[src/rtl/mem_arb_pkg.sv]
// Shared types and constants for the two-master memory arbiter.
// Used by the arbiter top and its per-master request slots.
package mem_arb_pkg;

  typedef enum logic [1:0] {
    StIdle,
    StIssue,
    StWaitResp
  } arb_state_e;

  typedef enum logic {
    MstIfu,
    MstLsu
  } mst_e;

  localparam logic [1:0] SizeB = 2'd0;
  localparam logic [1:0] SizeH = 2'd1;
  localparam logic [1:0] SizeW = 2'd2;

  localparam logic [31:0] ErrDataDefault = 32'hDEADBEEF;

endpackage

[src/rtl/mem_req_slot.sv]
// One master's pending-request latch plus its captured request fields.
// A pulse is ignored while a request is already pending or the master owns the bus.
module mem_req_slot
  import mem_arb_pkg::*;
#(
  parameter int unsigned AddrW = 32,
  parameter int unsigned DataW = 32
) (
  input  logic               clk_i,
  input  logic               rst_ni,
  input  logic               req_i,
  input  logic               busy_i,
  input  logic               clr_i,
  input  logic [AddrW-1:0]   addr_i,
  input  logic [1:0]         size_i,
  input  logic               wen_i,
  input  logic [DataW-1:0]   wdata_i,
  input  logic [DataW/8-1:0] wmask_i,
  output logic               pend_o,
  output logic [AddrW-1:0]   addr_o,
  output logic [1:0]         size_o,
  output logic               wen_o,
  output logic [DataW-1:0]   wdata_o,
  output logic [DataW/8-1:0] wmask_o
);

  logic               pend_q, pend_d;
  logic [AddrW-1:0]   addr_q, addr_d;
  logic [1:0]         size_q, size_d;
  logic               wen_q, wen_d;
  logic [DataW-1:0]   wdata_q, wdata_d;
  logic [DataW/8-1:0] wmask_q, wmask_d;
  logic               capture;

  assign capture = req_i && !pend_q && !busy_i;

  always_comb begin
    pend_d  = pend_q;
    addr_d  = addr_q;
    size_d  = size_q;
    wen_d   = wen_q;
    wdata_d = wdata_q;
    wmask_d = wmask_q;
    // clr_i needs pend_q set and capture needs it clear, so they never coincide
    if (clr_i) begin
      pend_d = 1'b0;
    end
    if (capture) begin
      pend_d  = 1'b1;
      addr_d  = addr_i;
      size_d  = size_i;
      wen_d   = wen_i;
      wdata_d = wdata_i;
      wmask_d = wmask_i;
    end
  end

  always_ff @(posedge clk_i or negedge rst_ni) begin
    if (!rst_ni) begin
      pend_q  <= 1'b0;
      addr_q  <= '0;
      size_q  <= SizeB;
      wen_q   <= 1'b0;
      wdata_q <= '0;
      wmask_q <= '0;
    end else begin
      pend_q  <= pend_d;
      addr_q  <= addr_d;
      size_q  <= size_d;
      wen_q   <= wen_d;
      wdata_q <= wdata_d;
      wmask_q <= wmask_d;
    end
  end

  assign pend_o  = pend_q;
  assign addr_o  = addr_q;
  assign size_o  = size_q;
  assign wen_o   = wen_q;
  assign wdata_o = wdata_q;
  assign wmask_o = wmask_q;

endmodule

[src/rtl/mem_arbiter.sv]
// Round-robin arbiter merging fetch and load/store ports onto one memory port,
// one transaction outstanding, with a response watchdog.
module mem_arbiter
  import mem_arb_pkg::*;
#(
  parameter int unsigned       ADDR_W   = 32,
  parameter int unsigned       DATA_W   = 32,
  parameter int unsigned       TIMEOUT  = 255,
  parameter logic [DATA_W-1:0] ERR_DATA = DATA_W'(ErrDataDefault)
) (
  input  logic                clock,
  input  logic                reset,
  input  logic                ifu_reqValid,
  input  logic [ADDR_W-1:0]   ifu_addr,
  output logic                ifu_respValid,
  output logic [DATA_W-1:0]   ifu_rdata,
  input  logic                lsu_reqValid,
  input  logic [ADDR_W-1:0]   lsu_addr,
  input  logic [1:0]          lsu_size,
  input  logic                lsu_wen,
  input  logic [DATA_W-1:0]   lsu_wdata,
  input  logic [DATA_W/8-1:0] lsu_wmask,
  output logic                lsu_respValid,
  output logic [DATA_W-1:0]   lsu_rdata,
  output logic                mem_reqValid,
  input  logic                mem_reqReady,
  output logic [ADDR_W-1:0]   mem_addr,
  output logic [1:0]          mem_size,
  output logic                mem_wen,
  output logic [DATA_W-1:0]   mem_wdata,
  output logic [DATA_W/8-1:0] mem_wmask,
  input  logic                mem_respValid,
  input  logic [DATA_W-1:0]   mem_rdata,
  output logic                err_timeout
);

  localparam int unsigned MaskW  = DATA_W / 8;
  localparam int unsigned TimerW = (TIMEOUT > 0) ? $clog2(TIMEOUT + 1) : 1;

  arb_state_e        state_q, state_d;
  mst_e              owner_q, owner_d, last_q, last_d;
  logic [TimerW-1:0] timer_q, timer_d;

  logic              mreq_q, mreq_d;
  logic [ADDR_W-1:0] maddr_q, maddr_d;
  logic [1:0]        msize_q, msize_d;
  logic              mwen_q, mwen_d;
  logic [DATA_W-1:0] mwdata_q, mwdata_d;
  logic [MaskW-1:0]  mwmask_q, mwmask_d;

  logic              ifu_resp_q, ifu_resp_d, lsu_resp_q, lsu_resp_d;
  logic [DATA_W-1:0] ifu_rdata_q, ifu_rdata_d, lsu_rdata_q, lsu_rdata_d;
  logic              err_q, err_d;

  logic              ifu_pend, lsu_pend, ifu_busy, lsu_busy, grant_ifu, grant_lsu;
  logic [ADDR_W-1:0] ifu_s_addr, lsu_s_addr;
  logic [1:0]        ifu_s_size, lsu_s_size;
  logic              ifu_s_wen, lsu_s_wen;
  logic [DATA_W-1:0] ifu_s_wdata, lsu_s_wdata;
  logic [MaskW-1:0]  ifu_s_wmask, lsu_s_wmask;
  logic              resp_fire;
  logic [DATA_W-1:0] resp_data;

  assign ifu_busy = (state_q != StIdle) && (owner_q == MstIfu);
  assign lsu_busy = (state_q != StIdle) && (owner_q == MstLsu);

  // Ties go to whichever master was not granted last
  assign grant_lsu = (state_q == StIdle) && lsu_pend && (!ifu_pend || last_q == MstIfu);
  assign grant_ifu = (state_q == StIdle) && ifu_pend && !grant_lsu;

  mem_req_slot #(
    .AddrW (ADDR_W),
    .DataW (DATA_W)
  ) u_ifu_slot (
    .clk_i   (clock),
    .rst_ni  (reset),
    .req_i   (ifu_reqValid),
    .busy_i  (ifu_busy),
    .clr_i   (grant_ifu),
    .addr_i  (ifu_addr),
    .size_i  (SizeW),
    .wen_i   (1'b0),
    .wdata_i ('0),
    .wmask_i ('0),
    .pend_o  (ifu_pend),
    .addr_o  (ifu_s_addr),
    .size_o  (ifu_s_size),
    .wen_o   (ifu_s_wen),
    .wdata_o (ifu_s_wdata),
    .wmask_o (ifu_s_wmask)
  );

  mem_req_slot #(
    .AddrW (ADDR_W),
    .DataW (DATA_W)
  ) u_lsu_slot (
    .clk_i   (clock),
    .rst_ni  (reset),
    .req_i   (lsu_reqValid),
    .busy_i  (lsu_busy),
    .clr_i   (grant_lsu),
    .addr_i  (lsu_addr),
    .size_i  (lsu_size),
    .wen_i   (lsu_wen),
    .wdata_i (lsu_wdata),
    .wmask_i (lsu_wmask),
    .pend_o  (lsu_pend),
    .addr_o  (lsu_s_addr),
    .size_o  (lsu_s_size),
    .wen_o   (lsu_s_wen),
    .wdata_o (lsu_s_wdata),
    .wmask_o (lsu_s_wmask)
  );

  always_comb begin
    state_d     = state_q;
    owner_d     = owner_q;
    last_d      = last_q;
    timer_d     = timer_q;
    mreq_d      = mreq_q;
    maddr_d     = maddr_q;
    msize_d     = msize_q;
    mwen_d      = mwen_q;
    mwdata_d    = mwdata_q;
    mwmask_d    = mwmask_q;
    ifu_resp_d  = 1'b0;
    lsu_resp_d  = 1'b0;
    ifu_rdata_d = ifu_rdata_q;
    lsu_rdata_d = lsu_rdata_q;
    err_d       = err_q;
    resp_fire   = 1'b0;
    resp_data   = mem_rdata;

    unique case (state_q)
      StIdle: begin
        if (grant_lsu) begin
          owner_d  = MstLsu;
          last_d   = MstLsu;
          mreq_d   = 1'b1;
          maddr_d  = lsu_s_addr;
          msize_d  = lsu_s_size;
          mwen_d   = lsu_s_wen;
          mwdata_d = lsu_s_wdata;
          mwmask_d = lsu_s_wmask;
          state_d  = StIssue;
        end else if (grant_ifu) begin
          owner_d  = MstIfu;
          last_d   = MstIfu;
          mreq_d   = 1'b1;
          maddr_d  = ifu_s_addr;
          msize_d  = ifu_s_size;
          mwen_d   = ifu_s_wen;
          mwdata_d = ifu_s_wdata;
          mwmask_d = ifu_s_wmask;
          state_d  = StIssue;
        end
      end
      StIssue: begin
        if (mem_reqReady) begin
          mreq_d  = 1'b0;
          timer_d = '0;
          state_d = StWaitResp;
        end
      end
      StWaitResp: begin
        if (mem_respValid) begin
          resp_fire = 1'b1;
          state_d   = StIdle;
        end else if (TIMEOUT != 0 && timer_q == TimerW'(TIMEOUT)) begin
          resp_fire = 1'b1;
          resp_data = ERR_DATA;
          err_d     = 1'b1;
          state_d   = StIdle;
        end else if (timer_q != TimerW'(TIMEOUT)) begin
          timer_d = timer_q + TimerW'(1);
        end
      end
      default: state_d = StIdle;
    endcase

    if (resp_fire) begin
      if (owner_q == MstIfu) begin
        ifu_resp_d  = 1'b1;
        ifu_rdata_d = resp_data;
      end else begin
        lsu_resp_d  = 1'b1;
        lsu_rdata_d = resp_data;
      end
    end
  end

  always_ff @(posedge clock or negedge reset) begin
    if (!reset) begin
      state_q     <= StIdle;
      owner_q     <= MstIfu;
      last_q      <= MstIfu;
      timer_q     <= '0;
      mreq_q      <= 1'b0;
      maddr_q     <= '0;
      msize_q     <= SizeB;
      mwen_q      <= 1'b0;
      mwdata_q    <= '0;
      mwmask_q    <= '0;
      ifu_resp_q  <= 1'b0;
      lsu_resp_q  <= 1'b0;
      ifu_rdata_q <= '0;
      lsu_rdata_q <= '0;
      err_q       <= 1'b0;
    end else begin
      state_q     <= state_d;
      owner_q     <= owner_d;
      last_q      <= last_d;
      timer_q     <= timer_d;
      mreq_q      <= mreq_d;
      maddr_q     <= maddr_d;
      msize_q     <= msize_d;
      mwen_q      <= mwen_d;
      mwdata_q    <= mwdata_d;
      mwmask_q    <= mwmask_d;
      ifu_resp_q  <= ifu_resp_d;
      lsu_resp_q  <= lsu_resp_d;
      ifu_rdata_q <= ifu_rdata_d;
      lsu_rdata_q <= lsu_rdata_d;
      err_q       <= err_d;
    end
  end

  assign mem_reqValid  = mreq_q;
  assign mem_addr      = maddr_q;
  assign mem_size      = msize_q;
  assign mem_wen       = mwen_q;
  assign mem_wdata     = mwdata_q;
  assign mem_wmask     = mwmask_q;
  assign ifu_respValid = ifu_resp_q;
  assign ifu_rdata     = ifu_rdata_q;
  assign lsu_respValid = lsu_resp_q;
  assign lsu_rdata     = lsu_rdata_q;
  assign err_timeout   = err_q;

endmodule

[config.mk]
export PLATFORM = sky130hd
export DESIGN_NAME = mem_arbiter
export DESIGN_NICKNAME = d
export VERILOG_FILES = /design/src/rtl/mem_arb_pkg.sv /design/src/rtl/mem_req_slot.sv /design/src/rtl/mem_arbiter.sv
export SDC_FILE = /design/constraint.sdc
export NUM_CORES = 1
export LEC_CHECK = 0
export ABC_CLOCK_PERIOD_IN_PS = 3300
export BUFFER_PORTS_ARGS = -buffer_cell sky130_fd_sc_hd__buf_2
export CORE_AREA = 8 8 174 176
export CTS_BUF_LIST = sky130_fd_sc_hd__clkbuf_8
export DETAILED_ROUTE_END_ITERATION = 6
export DIE_AREA = 0 0 182 184
export PLACE_DENSITY = 0.76
export REMOVE_ABC_BUFFERS = 1
export SYNTH_ARGS = -nofsm -noshare
export SYNTH_HDL_FRONTEND = slang
export SYNTH_HIERARCHICAL = 1
export SYNTH_SLANG_ARGS = --single-unit
[constraint.sdc]
create_clock -name clock -period 3.3 [get_ports clock]
set_clock_uncertainty 0.2 [all_clocks]
set_input_delay 0.165 -clock clock [delete_from_list [all_inputs] [get_ports clock]]
set_output_delay 0.165 -clock clock [all_outputs]
set_load 0.03 [all_outputs]
== Word-level counts from Yosys, hierarchy flattened ==
Cells that the tools add are included.
Operators by class
  add/sub/neg operators: 1
  equality and inequality tests: 10
  multiplexer cells: 39
  bitwise operators: 2
  reductions and logical operators: 30
Operator list (number)
  32-bit two-way mux: 7
  8-bit two-way mux: 4
  1-bit two-way mux: 16
  8-bit one-hot mux with 2 select lines: 1
  2-bit two-way mux: 7
  2-bit nonzero test: 6
  1-bit logical AND: 10
  3-bit AND reduction: 3
  8-bit by 1-bit adder with 8-bit output, second input constant: 1
  8-bit equality test, second input constant: 1
  4-bit two-way mux: 2
  2-bit inequality test, second input constant: 4
  8-bit inequality test, second input constant: 1
  3-bit inequality test, second input constant: 2
  2-bit one-hot mux with 3 select lines: 1
  2-bit AND reduction: 3
  1-bit logical NOT: 5
  5-bit AND reduction: 1
  2-bit by 1-bit equality test with 1-bit output, second input constant: 1
  2-bit equality test, second input constant: 1
  2-bit logical NOT: 1
  1-bit inverter: 2
  1-bit one-hot mux with 2 select lines: 1
  1-bit logical OR: 1
Storage, ports and cells
  bits in registers: 256
  input port bits: 141
  output and inout port bits: 139
  word-level logic and storage cells: 105

== Depth between registers and ports, before layout ==
  depth in word-level cells: 8
  gate-level depth with buffers: 9
  depth with buffers taken out: 5

== By module ==
The synthesis kept the hierarchy.
By module, submodules not included
  mem_arbiter: instances 1, cells an instance 762, area an instance 7393.3 µm², seq. area each 3753.6 µm²
  mem_req_slot: instances 2, cells an instance 154, area an instance 3036.7 µm², seq. area each 1801.7 µm²

== Worst setup path before layout ==
No wires, ideal clock.
  path type: register to register
  from: register state_q[1]
  to: register u_ifu_slot.addr_q[0], in the netlist u_ifu_slot/addr_o[0]
  library setup time: 0.125 ns
  arrival: 1.940 ns
  required time: 2.975 ns
  setup slack: 1.035 ns
  stages on the path, launching flop included: 10
  buffers on the path: 5
  clock period less this slack: 2.265 ns
  path through: dfrtp_1 buf_4 nor2_2 buf_2 buf_2 nor2_1 nor3b_2 buf_6 buf_12 mux2_4
On the way
  longest elaborated chain between the ends: 4
Ends and longest elaborated chain
  start: declaration: RTL line mem_arbiter.sv:40  | arb_state_e state_q, state_d;
  start signal: assignment: RTL line mem_arbiter.sv:194  | state_q <= StIdle;
  start signal: assignment: RTL line mem_arbiter.sv:210  | state_q <= state_d;
  2-bit nonzero test: RTL line mem_arbiter.sv:64  | assign ifu_busy = (state_q != StIdle) && (owner_q == MstIfu);
  1-bit logical AND: RTL line mem_arbiter.sv:64
  via ifu_busy: RTL line mem_arbiter.sv:55  | logic ifu_pend, lsu_pend, ifu_busy, lsu_busy, grant_ifu, grant_lsu;
  1-bit logical NOT: RTL line mem_req_slot.sv:35  | assign capture = req_i && !pend_q && !busy_i;
  1-bit logical AND: RTL line mem_req_slot.sv:35
  end signal: assignment: RTL line mem_req_slot.sv:68  | addr_q <= addr_d;
  end: declaration: RTL line mem_req_slot.sv:28  | logic [AddrW-1:0] addr_q, addr_d;
The timed path passes the listed nets, and every way through them passes these cells.
A chain may end at the register's enable or synchronous reset.

== Worst setup path in the final report ==
  from: register state_q[0]
  to: register u_lsu_slot.addr_q[27], in the netlist u_lsu_slot/addr_o[27]
On the way
  longest elaborated chain between the ends: 4
Ends and longest elaborated chain
  2-bit nonzero test: RTL line mem_arbiter.sv:65  | assign lsu_busy = (state_q != StIdle) && (owner_q == MstLsu);
  1-bit logical AND: RTL line mem_arbiter.sv:65
  via lsu_busy: RTL line mem_arbiter.sv:55
  1-bit logical NOT: RTL line mem_req_slot.sv:35
  1-bit logical AND: RTL line mem_req_slot.sv:35
  end signal: assignment: RTL line mem_req_slot.sv:68
  end: declaration: RTL line mem_req_slot.sv:28
The timed path passes the listed nets, and every way through them passes these cells.

==> impl_metrics.py <==
metrics = {
    "run_status": {
        "run_status": "finished, final reports clean",
    },
    "global_route": {
        "globalRoute.totalOverflow": 0,
        "groute.usage.overall_pct": 22.8,
        "grt_first_pass_wirelength_um": 62000,
        "antenna_found_initial": 5,
        "vias_in_the_first_global_route": 11200,
        "pin_count_of_the_biggest_net_entering_global_routing": 106,
    },
    "timing": {
        "worst-slew-pin-transition_ns": 1.02,
        "timing.final.setup_violations": 0,
        "timing_hold_violations_final": 0,
        "setup_tns_ns": 0,
        "setup_slack_ns": 0.849,
        "final.min_clock_period_ns": 2.45,
        "slew_viol_final": 0,
        "achievable-frequency_mhz": 408,
        "finalCritPeriodShare_pct": 74.3,
        "timing.max_slew.rel_slack_pct": 32.0,
        "rsz0062_at_grt": "no",
    },
    "layout": {
        "p_r_area_growth_vs_syn_pct": 29.2,
        "drive_above_1_share_pct": 34.7,
        "postLayoutCoreUtil_pct": 63.3,
        "nets": 1645,
    },
    "setup_path": {
        "setup.worst_path.end_class": "flop",
        "crit_start": "state_q[0]",
        "reg_to_reg_setup_timing_slack_ns": 0.85,
        "cp_slowest_cell": "sky130_fd_sc_hd__dfrtp_1",
        "worst-endpoint-arrival_ns": 2.68,
        "crit_fanout": 36,
        "crit_chain": "or2_2, and2_1, nor3b_4, buf_12, mux2_2",
        "worstSetupStartpointType": "flop",
        "timing.setup.critical_path_class": "flop to flop",
        "regToRegStartpoint": "state_q[0]",
        "worst_path_largest_cell_delay_ns": 0.54,
        "critical_path_required_ns": 3.53,
    },
    "place": {
        "detailedPlace.worstSlack_ns": 0.870,
        "last_weighted_congestion_value_of_the_routability_driven_placer": 0.804,
        "detailedPlacementHpwl_um": 22400,
        "io_buffers": 279,
    },
    "route": {
        "routed_wire_length_per_instance_um": 20.8,
        "final_antenna_net_count": 0,
        "detail_route.iter0.violations": 640,
        "detail_route.drc_violations": 0,
        "post_drt_via_cell_ratio": 5.65,
        "dr.pass1.iters": 6,
        "via_count": 10700,
        "wl_um": 39300,
    },
    "synthesis": {
        "count_of_flip_flops_with_a_built_in_enable_after_synthesis": 0,
        "synth_top_area_share_pct": 54.6,
        "synth_seq_area_share_pct": 54.6,
        "syn-instance-count": 1070,
        "synth_seq_cells": 294,
        "synth-adder-area-share_pct": 0.0929,
        "syn_area_um2": 13500,
        "yosys.area_share.simple_pct": 2.38,
        "dominant_combinational_cell_family_by_area_after_synthesis": "compound AO/OA/AOI/OAI gates",
        "synth_area_per_inst_um2": 12.6,
        "synth.area.mux_share_pct": 16.2,
        "post_synth_xor_area_fraction_pct": 0,
        "ys_top_cells_by_area": "sky130_fd_sc_hd__dfrtp_1 (55%), sky130_fd_sc_hd__mux2_4 (15%), sky130_fd_sc_hd__o2111ai_1 (4.6%)",
        "synth_flop_cell": "sky130_fd_sc_hd__dfrtp_1",
        "synth_compound_gate_area_share_pct": 18.0,
        "asyncSetResetFlopFracSynth_pct": 100,
        "yosys_top_cell_by_area": "sky130_fd_sc_hd__dfrtp_1",
        "synthDistinctLibCells": 47,
        "yosysWarningCount": 6,
    },
    "power_and_ir_drop": {
        "power_density_nw_per_um2": 1000,
        "power.ir.vdd_worst_mv": 0.553,
        "leakage_power_uw": 0.00824,
    },
    "clock_network": {
        "clkSlewWorstSetupHoldPaths_ns": 0.06,
        "cts.htree.levels": 2,
        "clk-insertion-delay-late_ns": 0.57,
        "cts_buffer_depth": 3,
        "cts_inserted_buffers": 48,
        "clock_sink_count": 294,
        "clock_tree.root_cell": "sky130_fd_sc_hd__clkbuf_8",
        "cts_tree": "built",
        "postCtsSetupBuffers": 0,
    },
    "floorplan": {
        "chipWidth_um": 182,
        "floorplan.die_area_um2": 33500,
        "num_rows": 61,
        "core-area_um2": 27500,
        "die_height_um": 184,
        "io-pin-count": 280,
        "initial_utilization_pct": 49.0,
    },
    "job": {
        "max_cap_violations": 0,
    },
    "hold_path": {
        "hold_path_class": "input port to async pin",
    },
}
[synthesized netlist by cell type (2+ instances only)]
library cell and count:
sky130_fd_sc_hd__buf_12 14, sky130_fd_sc_hd__o21ai_0 73, sky130_fd_sc_hd__a22o_1 16, sky130_fd_sc_hd__a21o_1 17
sky130_fd_sc_hd__buf_1 6, sky130_fd_sc_hd__nor2_1 4, sky130_fd_sc_hd__nand4bb_1 3, sky130_fd_sc_hd__o211ai_1 72
sky130_fd_sc_hd__buf_4 3, sky130_fd_sc_hd__nand2_1 14, sky130_fd_sc_hd__nor3b_2 3, sky130_fd_sc_hd__inv_1 123
sky130_fd_sc_hd__nand3b_1 2, sky130_fd_sc_hd__o22ai_1 49, sky130_fd_sc_hd__conb_1 2, sky130_fd_sc_hd__a21o_2 2
sky130_fd_sc_hd__mux2i_1 7, sky130_fd_sc_hd__mux2_4 138, sky130_fd_sc_hd__dfrtp_1 294, sky130_fd_sc_hd__nand4_1 4
sky130_fd_sc_hd__buf_6 9, sky130_fd_sc_hd__a211oi_1 3, sky130_fd_sc_hd__mux2_2 4, sky130_fd_sc_hd__and3_1 3
sky130_fd_sc_hd__buf_2 21, sky130_fd_sc_hd__a21oi_1 49, sky130_fd_sc_hd__clkbuf_1 44, sky130_fd_sc_hd__nand2b_1 2
sky130_fd_sc_hd__o2111ai_1 71
[worst paths after layout]
check / endpoint / cells past startpoint
setup reg to reg: u_lsu_slot/addr_o[27] / 5
hold reg to reg: mem_reqValid / 2
hold / removal: ifu_rdata[7] / 2
min in group clock: u_lsu_slot/pend_o / 4
setup / recovery: u_lsu_slot/addr_o[27] / 5
max in group asynchronous: u_lsu_slot/addr_o[15] / 3
[cell usage in the layout, fill, tap and decap left out, types with 3 or more instances in the layout]
cell type                       instances
sky130_fd_sc_hd__inv_1                137
sky130_fd_sc_hd__mux2_2                 4
sky130_fd_sc_hd__a21oi_1               49
sky130_fd_sc_hd__o211ai_1              72
sky130_fd_sc_hd__nor3b_4                3
sky130_fd_sc_hd__conb_1                39
sky130_fd_sc_hd__nor2_1                 3
sky130_fd_sc_hd__o22ai_1               49
sky130_fd_sc_hd__dlygate4sd3_1        138
sky130_fd_sc_hd__nand4_1                4
sky130_fd_sc_hd__nand4bb_1              3
sky130_fd_sc_hd__o2111ai_1             71
sky130_fd_sc_hd__a21o_1                17
sky130_fd_sc_hd__dfrtp_1              292
sky130_fd_sc_hd__o21ai_0               73
sky130_fd_sc_hd__a211oi_1               3
sky130_fd_sc_hd__clkinv_2               8
sky130_fd_sc_hd__mux2i_1                7
sky130_fd_sc_hd__clkbuf_8              60
sky130_fd_sc_hd__nand2_1               14
sky130_fd_sc_hd__buf_4                 19
sky130_fd_sc_hd__mux2_4               138
sky130_fd_sc_hd__buf_12                 7
sky130_fd_sc_hd__a22o_1                16
sky130_fd_sc_hd__buf_2                278
sky130_fd_sc_hd__and3_1                 3
sky130_fd_sc_hd__diode_2                5
[repair_timing]
item                      CTS  global route
hold buffers              138             0
resized for setup           0             0
hold endpoints to repair  276             0
[layout make-up]
class,count,area [µm²]
Multi-Input combinational cell,592,5130
Clock inverter,24,108
Tap cell,346,433
Sequential cell,294,7360
Timing Repair Buffer,443,3070
Clock buffer,60,826
Antenna cell,5,12.5
Inverter,124,465
Fill cell,1992,10100
[where the power goes]
| part | leakage (µW) | switching [µW] | internal [µW] |
|---|---|---|---|
| registers | 0.00358 | 1170 | 5240 |
| clock network | 0.000538 | 1480 | 1630 |
| logic | 0.00412 | 4570 | 3330 |
| total | 0.00824 | 7220 | 10200 |
[sequential cells by signal, summed over array words and instances, names as in the netlist, 2 cells and up]
name                cells
ifu_rdata              32
lsu_rdata              32
mem_addr               32
mem_wdata              32
u_ifu_slot/addr_o      32
u_ifu_slot/wdata_o     32
u_lsu_slot/addr_o      32
u_lsu_slot/wdata_o     32
timer_q                 8
mem_wmask               4
u_ifu_slot/wmask_o      4
u_lsu_slot/wmask_o      4
mem_size                2
state_q                 2
u_ifu_slot/size_o       2
u_lsu_slot/size_o       2
[worst max-delay path, delay by kind of cell (launching register included)]
family	cells	cell delay [ns]
simple gates	3	0.84
flops	1	0.54
mux	1	0.39
buf+inv	1	0.31
[cells by family after synthesis]
family / count (synthesis)
buffers and inverters: 221
AO/OA/AOI/OAI: 356
flip-flops: 294
AND/OR/NAND/NOR: 47
multiplexers: 149
other: 2
adder cells (fa/ha/maj): 1
[routing by layer]
metal	routed length [µm]	part of all wire, %	track usage, %	vias to the layer above
met1	16200	41	28.7	5309
met3	3410	8.7	6.50	107
met5	10	0.025	0	-
li1	-	-	-	4734
met2	18400	47	36.9	507
met4	1310	3.3	8.95	2
[per-stage QoR]
step,std cells,cell area (µm²),total power (µW),hold WS (ns)
finish,1888,17400,17400,0.0592
detailed placement,1661,15100,14100,0.0807
floorplan,1010,12900,11700,-0.331
global route,1887,17400,18300,0.109
global placement,1661,15100,13800,0.0855
CTS,1883,17400,17300,0.0848
Power figures use the tool's default switching activity.
